File: src/rtl/spi_slave_sysclk_if.sv
// Pin and local byte-stream bundle for spi_slave_sysclk.
// slave is the responder's view; master is the view of the SPI master plus local logic.
interface spi_slave_sysclk_if #(
  parameter int DATA_WIDTH = 8
);
  logic                  sclk;
  logic                  mosi;
  logic                  cs_n;
  logic                  miso;
  logic                  miso_oe;
  logic [DATA_WIDTH-1:0] tx_data;
  logic                  tx_valid;
  logic                  tx_ready;
  logic [DATA_WIDTH-1:0] rx_data;
  logic                  rx_valid;
  logic                  tx_underrun;
  logic                  frame_err;
  logic                  busy;

  modport slave (
    input  sclk, mosi, cs_n, tx_data, tx_valid,
    output miso, miso_oe, tx_ready, rx_data, rx_valid, tx_underrun, frame_err, busy
  );

  modport master (
    output sclk, mosi, cs_n, tx_data, tx_valid,
    input  miso, miso_oe, tx_ready, rx_data, rx_valid, tx_underrun, frame_err, busy
  );
endinterface

File: src/rtl/spi_slave_sysclk.sv
// Mode-0 SPI responder clocked only by clk: sclk/mosi/cs_n are oversampled and
// acted on via detected edges, with a one-entry tx holding register.
module spi_slave_sysclk #(
  parameter int                    DATA_WIDTH  = 8,
  parameter int                    SYNC_STAGES = 2,
  parameter logic [DATA_WIDTH-1:0] IDLE_TX     = '0
) (
  input  logic              clk,
  input  logic              rst_n,
  spi_slave_sysclk_if.slave bus
);
  localparam int            SS       = (SYNC_STAGES < 2) ? 2 : SYNC_STAGES;
  localparam int            CW       = (DATA_WIDTH < 2) ? 1 : $clog2(DATA_WIDTH);
  localparam logic [CW-1:0] LAST_BIT = CW'(DATA_WIDTH - 1);

  typedef enum logic [1:0] {ST_IDLE, ST_LOAD, ST_SHIFT} state_e;

  // synchronizers plus one "previous" sample for edge detection
  logic [SS-1:0] sclk_sync_q, sclk_sync_d;
  logic [SS-1:0] cs_sync_q, cs_sync_d;
  logic [SS-1:0] mosi_sync_q, mosi_sync_d;
  logic          sclk_prev_q, sclk_prev_d;
  logic          cs_prev_q, cs_prev_d;

  state_e                state_q, state_d;
  logic [DATA_WIDTH-1:0] tx_shift_q, tx_shift_d;
  logic [DATA_WIDTH-1:0] rx_shift_q, rx_shift_d;
  logic [CW-1:0]         bit_cnt_q, bit_cnt_d;
  logic                  word_done_q, word_done_d;
  logic [DATA_WIDTH-1:0] hold_q, hold_d;
  logic                  tx_ready_q, tx_ready_d;
  logic                  miso_q, miso_d;
  logic                  miso_oe_q, miso_oe_d;
  logic [DATA_WIDTH-1:0] rx_data_q, rx_data_d;
  logic                  rx_valid_q, rx_valid_d;
  logic                  tx_underrun_q, tx_underrun_d;
  logic                  frame_err_q, frame_err_d;
  logic                  busy_q, busy_d;

  logic                  sclk_s, cs_s, mosi_s;
  logic                  sclk_rise, sclk_fall, cs_rise, cs_fall;
  logic                  load;
  logic [DATA_WIDTH-1:0] load_word;
  logic [DATA_WIDTH-1:0] rx_word;

  assign sclk_s    = sclk_sync_q[SS-1];
  assign cs_s      = cs_sync_q[SS-1];
  assign mosi_s    = mosi_sync_q[SS-1];
  assign sclk_rise = sclk_s & ~sclk_prev_q;
  assign sclk_fall = ~sclk_s & sclk_prev_q;
  assign cs_rise   = cs_s & ~cs_prev_q;
  assign cs_fall   = ~cs_s & cs_prev_q;

  // an empty holding register at a word boundary means the idle pattern goes out
  assign load_word = tx_ready_q ? IDLE_TX : hold_q;
  assign rx_word   = {rx_shift_q[DATA_WIDTH-2:0], mosi_s};

  always_comb begin
    sclk_sync_d = {sclk_sync_q[SS-2:0], bus.sclk};
    cs_sync_d   = {cs_sync_q[SS-2:0], bus.cs_n};
    mosi_sync_d = {mosi_sync_q[SS-2:0], bus.mosi};
    sclk_prev_d = sclk_s;
    cs_prev_d   = cs_s;
    busy_d      = ~cs_s;
  end

  always_comb begin
    state_d       = state_q;
    tx_shift_d    = tx_shift_q;
    rx_shift_d    = rx_shift_q;
    bit_cnt_d     = bit_cnt_q;
    word_done_d   = word_done_q;
    hold_d        = hold_q;
    tx_ready_d    = tx_ready_q;
    miso_d        = miso_q;
    miso_oe_d     = miso_oe_q;
    rx_data_d     = rx_data_q;
    rx_valid_d    = 1'b0;
    tx_underrun_d = 1'b0;
    frame_err_d   = 1'b0;
    load          = 1'b0;

    // deselect outranks any sclk edge seen in the same cycle
    if (cs_rise) begin
      state_d     = ST_IDLE;
      miso_d      = 1'b0;
      miso_oe_d   = 1'b0;
      frame_err_d = (bit_cnt_q != '0);
      bit_cnt_d   = '0;
      word_done_d = 1'b0;
      rx_shift_d  = '0;
    end else begin
      case (state_q)
        ST_IDLE: begin
          if (cs_fall) begin
            load    = 1'b1;
            state_d = ST_LOAD;
          end
        end
        ST_LOAD: begin
          miso_d      = tx_shift_q[DATA_WIDTH-1];
          miso_oe_d   = 1'b1;
          bit_cnt_d   = '0;
          word_done_d = 1'b0;
          state_d     = ST_SHIFT;
        end
        ST_SHIFT: begin
          if (sclk_rise) begin
            rx_shift_d = rx_word;
            if (bit_cnt_q == LAST_BIT) begin
              rx_data_d   = rx_word;
              rx_valid_d  = 1'b1;
              bit_cnt_d   = '0;
              word_done_d = 1'b1;
            end else begin
              bit_cnt_d = bit_cnt_q + CW'(1);
            end
          end else if (sclk_fall) begin
            if (word_done_q) begin
              load        = 1'b1;
              miso_d      = load_word[DATA_WIDTH-1];
              word_done_d = 1'b0;
            end else begin
              tx_shift_d = {tx_shift_q[DATA_WIDTH-2:0], 1'b0};
              miso_d     = tx_shift_q[DATA_WIDTH-2];
            end
          end
        end
        default: state_d = ST_IDLE;
      endcase
    end

    if (load) begin
      tx_shift_d    = load_word;
      tx_underrun_d = tx_ready_q;
    end

    // a same-cycle accept keeps the register full even while it is consumed
    if (bus.tx_valid && tx_ready_q) begin
      hold_d     = bus.tx_data;
      tx_ready_d = 1'b0;
    end else if (load && !tx_ready_q) begin
      tx_ready_d = 1'b1;
    end
  end

  always_ff @(posedge clk or negedge rst_n) begin
    if (!rst_n) begin
      sclk_sync_q   <= '0;
      cs_sync_q     <= '1;
      mosi_sync_q   <= '0;
      sclk_prev_q   <= 1'b0;
      cs_prev_q     <= 1'b1;
      state_q       <= ST_IDLE;
      tx_shift_q    <= '0;
      rx_shift_q    <= '0;
      bit_cnt_q     <= '0;
      word_done_q   <= 1'b0;
      hold_q        <= '0;
      tx_ready_q    <= 1'b1;
      miso_q        <= 1'b0;
      miso_oe_q     <= 1'b0;
      rx_data_q     <= '0;
      rx_valid_q    <= 1'b0;
      tx_underrun_q <= 1'b0;
      frame_err_q   <= 1'b0;
      busy_q        <= 1'b0;
    end else begin
      sclk_sync_q   <= sclk_sync_d;
      cs_sync_q     <= cs_sync_d;
      mosi_sync_q   <= mosi_sync_d;
      sclk_prev_q   <= sclk_prev_d;
      cs_prev_q     <= cs_prev_d;
      state_q       <= state_d;
      tx_shift_q    <= tx_shift_d;
      rx_shift_q    <= rx_shift_d;
      bit_cnt_q     <= bit_cnt_d;
      word_done_q   <= word_done_d;
      hold_q        <= hold_d;
      tx_ready_q    <= tx_ready_d;
      miso_q        <= miso_d;
      miso_oe_q     <= miso_oe_d;
      rx_data_q     <= rx_data_d;
      rx_valid_q    <= rx_valid_d;
      tx_underrun_q <= tx_underrun_d;
      frame_err_q   <= frame_err_d;
      busy_q        <= busy_d;
    end
  end

  assign bus.miso        = miso_q;
  assign bus.miso_oe     = miso_oe_q;
  assign bus.tx_ready    = tx_ready_q;
  assign bus.rx_data     = rx_data_q;
  assign bus.rx_valid    = rx_valid_q;
  assign bus.tx_underrun = tx_underrun_q;
  assign bus.frame_err   = frame_err_q;
  assign bus.busy        = busy_q;
endmodule

File: src/flat_wrapper.sv
// flat-port wrapper written by rule: the top's interface ports become plain ports
module spi_slave_sysclk_flat 
#(
  parameter int                    DATA_WIDTH  = 8,
  parameter int                    SYNC_STAGES = 2,
  parameter logic [DATA_WIDTH-1:0] IDLE_TX     = '0
)
  (clk, rst_n, bus_sclk, bus_mosi, bus_cs_n, bus_tx_data, bus_tx_valid, bus_miso, bus_miso_oe, bus_tx_ready, bus_rx_data, bus_rx_valid, bus_tx_underrun, bus_frame_err, bus_busy);
  spi_slave_sysclk_if #(.DATA_WIDTH(DATA_WIDTH)) bus_i ();
  input  logic clk;
  input  logic rst_n;
  input wire logic [$bits(bus_i.sclk)-1:0] bus_sclk;
  input wire logic [$bits(bus_i.mosi)-1:0] bus_mosi;
  input wire logic [$bits(bus_i.cs_n)-1:0] bus_cs_n;
  input wire logic [$bits(bus_i.tx_data)-1:0] bus_tx_data;
  input wire logic [$bits(bus_i.tx_valid)-1:0] bus_tx_valid;
  output wire logic [$bits(bus_i.miso)-1:0] bus_miso;
  output wire logic [$bits(bus_i.miso_oe)-1:0] bus_miso_oe;
  output wire logic [$bits(bus_i.tx_ready)-1:0] bus_tx_ready;
  output wire logic [$bits(bus_i.rx_data)-1:0] bus_rx_data;
  output wire logic [$bits(bus_i.rx_valid)-1:0] bus_rx_valid;
  output wire logic [$bits(bus_i.tx_underrun)-1:0] bus_tx_underrun;
  output wire logic [$bits(bus_i.frame_err)-1:0] bus_frame_err;
  output wire logic [$bits(bus_i.busy)-1:0] bus_busy;
  assign bus_i.sclk = bus_sclk;
  assign bus_i.mosi = bus_mosi;
  assign bus_i.cs_n = bus_cs_n;
  assign bus_i.tx_data = bus_tx_data;
  assign bus_i.tx_valid = bus_tx_valid;
  assign bus_miso = bus_i.miso;
  assign bus_miso_oe = bus_i.miso_oe;
  assign bus_tx_ready = bus_i.tx_ready;
  assign bus_rx_data = bus_i.rx_data;
  assign bus_rx_valid = bus_i.rx_valid;
  assign bus_tx_underrun = bus_i.tx_underrun;
  assign bus_frame_err = bus_i.frame_err;
  assign bus_busy = bus_i.busy;
  spi_slave_sysclk #(.DATA_WIDTH(DATA_WIDTH), .SYNC_STAGES(SYNC_STAGES), .IDLE_TX(IDLE_TX)) u_core (.clk(clk), .rst_n(rst_n), .bus(bus_i));
endmodule
File: config.mk
export PLATFORM = sky130hd
export DESIGN_NAME = spi_slave_sysclk_flat
export DESIGN_NICKNAME = d
export VERILOG_FILES = /design/src/rtl/spi_slave_sysclk_if.sv /design/src/rtl/spi_slave_sysclk.sv /design/src/flat_wrapper.sv
export SDC_FILE = /design/constraint.sdc
export NUM_CORES = 1
export LEC_CHECK = 0
export CORE_ASPECT_RATIO = 1.2
export CORE_MARGIN = 2
export CORE_UTILIZATION = 25
export CTS_CLUSTER_SIZE = 14
export DETAILED_ROUTE_END_ITERATION = 7
export DONT_BUFFER_PORTS = 1
export PLACE_DENSITY_LB_ADDON = 0.12
export SKIP_CTS_REPAIR_TIMING = 1
export SYNTH_ARGS = -nofsm -noshare
export SYNTH_HDL_FRONTEND = slang
export SYNTH_SLANG_ARGS = --single-unit
File: constraint.sdc
create_clock -name clk -period 2.6 [get_ports clk]
set_input_delay 0 -clock clk [delete_from_list [all_inputs] [get_ports clk]]
set_output_delay 0 -clock clk [all_outputs]
set_load 0.02 [all_outputs]
Word level (Yosys, flattened, before mapping)
Cells that the tools add are included.

Logic and storage cells: 104. Flip-flop bits (word level): 52. Output and inout bits: 15.

Mux-type cells: 43. Bitwise operators: 9. Add/subtract/negate cells: 1. Eq/ne operators: 13. Reduce and logical (&&, ||, !) cells: 19.

Operators with widths (number): $mux W8 (7); $mux W1 (23); $mux W7 (3); $reduce_bool A2 Y1 (6); $mux W3 (3); $ne A3 B1 Y1 const B (3); $ne A2 B2 Y1 const B (3); $pmux W1 S2 (3); $pmux W2 S3 (1); $pmux W3 S2 (1); $reduce_and A2 Y1 (3); $reduce_and A3 Y1 (2); $reduce_bool A3 Y1 (2); $not A1 Y1 (5); $reduce_and A5 Y1 (1); $and A1 B1 Y1 (4); $mux W2 (2); $ne A4 B1 Y1 const B (1); $ne A4 B4 Y1 const B (1); $reduce_and A4 Y1 (1); $add A3 B1 Y3 const B (1); $eq A3 B3 Y1 const B (1); $ne A3 B3 Y1 const B (1); $eq A2 B1 Y1 const B (1); other kinds (5) (6).

Logic depth before layout (Yosys ltp)
Word-level depth: 9. Depth in mapped cells: 8.

Least setup slack after synthesis
Ideal clock, no wire load.

Kind: reg2reg. Start: reg u_core.state_q[0]. End: reg u_core.rx_data_q[0], in the netlist u_core.bus.rx_data[0]. Buffers on the path: 2. Stages on the path, launching flop included: 8. Library setup time: 0.128 ns. Arrival: 1.540 ns. Setup slack: 0.933 ns. Cell sequence: dfrtp_1 > inv_1 > ha_1 > buf_2 > and2_1 > and3_1 > buf_2 > mux2_1.

Cells in the longest elaborated chain, start to end: 2.

RTL lines: from (decl) (RTL line spi_slave_sysclk.sv:25) `state_e state_q, state_d;`; from (signal assigned) (RTL line spi_slave_sysclk.sv:174) `state_q <= state_d;`; $eq A2 B2 Y1 (RTL line spi_slave_sysclk.sv:93) `case (state_q)`; $reduce_and A4 Y1 (no source line); to (signal assigned) (RTL line spi_slave_sysclk.sv:183) `rx_data_q <= rx_data_d;`; to (decl) (RTL line spi_slave_sysclk.sv:34) `logic [DATA_WIDTH-1:0] rx_data_q, rx_data_d;`.

No other way between the ends. A chain may end at the register's enable or synchronous reset.

Worst setup path after layout
Start: reg u_core.state_q[0]. End: reg u_core.tx_shift_q[2].

Cells in the longest elaborated chain, start to end: 5. Elaborated cells between the ends (all ways): 11.

RTL lines: $eq A2 B2 Y1 or $logic_not A2 Y1 (tied branches) (RTL line spi_slave_sysclk.sv:93); $pmux W1 S2 (RTL line spi_slave_sysclk.sv:93); $mux W1 (RTL line spi_slave_sysclk.sv:84) `if (cs_rise) begin`; $ne A2 B2 Y1 (no source line) or $reduce_bool A2 Y1 (tied branches); $reduce_and A5 Y1 (no source line); to (signal assigned) (RTL line spi_slave_sysclk.sv:175) `tx_shift_q <= tx_shift_d;`; to (decl) (RTL line spi_slave_sysclk.sv:26) `logic [DATA_WIDTH-1:0] tx_shift_q, tx_shift_d;`.

Parallel ways exist; a longest one is shown, timed or not.

==> results.tsv <==
stage	metric	value	unit
pwr	P_int	1.55	mW
floorplan	Die ar.	9670	sq um
synthesis	Syn Area/Cell	12.0	sq um
floorplan	Die W	90.1	um
grt	largest net degree at the start of global routing	53	
synthesis	Mapped Cells	186	
pwr	Worst IR Drop VDD	0.219	mV
timing	Final Max Tran Viols	0	
critical_path	Levels on crit path	6	
critical_path	Arr. time, crit path	2160	ps
placement	count of port buffers added during placement	0	
timing	Setup TNS	0	ps
placement	hpwl dp	2.84	mm
route	DRT iter0 DRCs	51	
synthesis	ys flop type	dfrtp_1	
route	Vias/cell	4.14	
timing	RSZ-0062 raised after global routing	no	
grt	first-pass GRT wire length	7.26	mm
timing	clock skew	10.6	ps
grt	grt ovf	0	
synthesis	Post-Syn Area	2220	sq um
hold_path	Hold Path Stages	2	
synthesis	number of different library cells in the post-synthesis netlist	29	
synthesis	area leader, netlist	dfrtp_1	
critical_path	CP Capture Type	flip-flop	
grt	initial antenna violation count	0	
timing	Final WS setup	614	ps
timing	setup violators final	0	
critical_path	Critical Path RT	2780	ps
synthesis	register bit total from synthesis	52	
job	max-cap violations	0	
pwr	power per cell area	873	nW/um^2
critical_path	CP top delay family	compound AO/OA/AOI/OAI gates	
synthesis	sequential-to-total area share from yosys stat	0.588	
critical_path	max incr delay on CP	520	ps
floorplan	IO Count	29	
critical_path	CP Class	flip-flop to flip-flop	
synthesis	share of the synthesized area in the top cell type	0.540	
route	top sig layer	met4	
timing	Relative slew margins	0.598	
critical_path	crit path launch type	flip-flop	
floorplan	Rows	37	
synthesis	count leader, synth	dfrtp_1	
pwr	register share of total power	0.504	
pwr	P_leak	1.13	nW
placement	gpl congestion	0.751	
timing	Tmin final	1990	ps
route	Antenna Violating Nets Remaining	0	
cts	clk buf depth	2	
pwr	clock share of power	0.250	
cts	clk_lat worst skew	310	ps
hold_path	Min-Delay Path Class	primary input to flip-flop	
synthesis	FFs w/ async S/R, synth	1.00	
critical_path	FF-to-FF path depth	6	
timing	max frequency	0.504	GHz
cts	H-tree levels	2	
route	Pre-Repair DR Iteration Count	4	
finish	area grow syn2layout	16.7	%
floorplan	Core Box Area	8610	sq um
route	met3 wire length	151	um
route	wire length on met2	2.04	mm
pwr	switching share of power	0.317	
grt	Global Route Usage Sum	0.0953	
synthesis	EDFF count, synth	0	
timing	Hold Violations, Final	0	
timing	WHS	131	ps
synthesis	Synth Warn #	0	
finish	register area	1310	sq um
synthesis	Post-Synthesis Net Count	208	
critical_path	CP bufs+invs	1	
route	# DRC	0	
finish	combined area of the multi-input logic cells	830	sq um
pwr	Psw	0.719	mW
placement	Place WS	584	ps
cts	CTS Buf Count	5	
synthesis	synth top area cells	dfrtp_1, dfstp_2, ha_1	
critical_path	CP Cell Sequence	inv_1 > ha_1 > nand2_1 > o31ai_4 > mux2i_1 > a21oi_1	
floorplan	Initial Utilization	0.258	
cts	CTS tree	done	
timing	worst-margin pin slew	602	ps
synthesis	Post-synth top cells	dfrtp_1, nand2_1, a21oi_1	
route	via count	1318	
pwr	Comb power frac	0.246	
finish	nets	222	
grt	vias in the first global route	1410	
cts	clk slew on worst S/H paths	100	ps
cts	clk sinks	52	
route	Routed wire per std cell	13.1	um
floorplan	Die H	107	um
status	outcome	completed	
timing	Tcrit/Tclk final	0.764	
finish	share of layout cells above drive strength 1	0.124	
route	WL met1	1.91	mm
route	WL final	4.17	mm
finish	# diodes	0	
finish	Filler Cells Inserted	914	
cts	Root Driver	clkbuf_8	
critical_path	Max FO, Critical Path	11	
critical_path	CP max stage cell	o31ai_4	
-- cell usage in the layout, fill, tap and decap left out, types with 2 or more instances in the layout --
| master | count |
|---|---|
| o21ai_0 | 2 |
| a21boi_0 | 2 |
| a211oi_1 | 2 |
| nor2b_1 | 6 |
| mux2_1 | 8 |
| clkbuf_8 | 5 |
| nand2b_1 | 4 |
| and2_1 | 2 |
| mux2_2 | 8 |
| nand3b_1 | 3 |
| inv_1 | 10 |
| mux2i_1 | 8 |
| a21oi_1 | 17 |
| ha_1 | 8 |
| a32oi_1 | 3 |
| buf_4 | 2 |
| o31ai_4 | 2 |
| dfrtp_1 | 48 |
| nand2_1 | 18 |
| dfstp_2 | 4 |
| dlygate4sd3_1 | 12 |
| nor2_1 | 16 |
-- path summary, 6_finish.rpt --
check,startpoint,endpoint,slack [ps]
min,bus_tx_valid,u_core.bus.tx_ready$_DFFE_PN1P_,130
min reg2reg,u_core.mosi_sync_q[0]$_DFF_PN0_,u_core.mosi_sync_q[1]$_DFF_PN0_,340
min in group asynchronous,rst_n,u_core.mosi_sync_q[1]$_DFF_PN0_,190
max reg2reg,u_core.state_q[0]$_DFFE_PN0P_,u_core.tx_shift_q[2]$_DFFE_PN0P_,610
max in group asynchronous,rst_n,u_core.cs_sync_q[0]$_DFF_PN1_,2110
max,u_core.state_q[0]$_DFFE_PN0P_,u_core.tx_shift_q[2]$_DFFE_PN0P_,610
-- power by group through the flow --
stage / sequential (mW) / combinational, mW / clock, mW
final: 1.14 / 0.556 / 0.566
after global routing: 1.17 / 0.639 / 0.630
after CTS: 1.15 / 0.533 / 0.593
after detailed placement: 1.16 / 0.529 / 0
after global placement: 1.16 / 0.521 / 0
after floorplan: 1.10 / 0.468 / 0
-- area by class of cell --
class                      instances  area share
inverter                          10      0.0145
multi-input combinational        116       0.320
tap                              117      0.0564
clock inverter                     3      0.0164
clock buffer                       5      0.0265
sequential                        52       0.504
timing repair buffer              15      0.0627
-- state kept, by name (all words and copies together) (netlist names) --
name and cells:
u_core.bus.rx_data 8, u_core.hold_q 8, u_core.tx_shift_q 8, u_core.rx_shift_q 7, u_core.bit_cnt_q 3, u_core.cs_sync_q 2, u_core.mosi_sync_q 2, u_core.sclk_sync_q 2
u_core.state_q 2, u_core.bus.busy 1, u_core.bus.frame_err 1, u_core.bus.miso 1, u_core.bus.miso_oe 1, u_core.bus.rx_valid 1, u_core.bus.tx_ready 1, u_core.bus.tx_underrun 1
u_core.cs_prev_q 1, u_core.sclk_prev_q 1, u_core.word_done_q 1
-- cells by family (layout without fill, tap and decap cells) --
group | Yosys count | count (layout) | share of synthesized area
fa+ha+maj | 8 | 8 | 0.0450
simple gates | 52 | 52 | 0.111
buf+inv | 18 | 33 | 0.0394
compound gates | 32 | 32 | 0.0996
flops | 52 | 52 | 0.588
mux | 24 | 24 | 0.117
-- through the flow --
stage | util | power (mW) | instances | cell area, sq um
final | 0.301 | 2.27 | 318 | 2590
after global routing | 0.301 | 2.44 | 318 | 2590
after global placement | 0.271 | 1.68 | 297 | 2330
after detailed placement | 0.271 | 1.69 | 297 | 2330
after CTS | 0.284 | 2.28 | 305 | 2450
after floorplan | - | 1.57 | 186 | 2220
-- routing by layer --
metal	global-route usage	vias up
li1	-	656
met1	0.111	637
met2	0.161	21
met3	0.0287	4
met4	0.0462	0
met5	0	-
No activity file was read; power rests on OpenSTA's default activity.
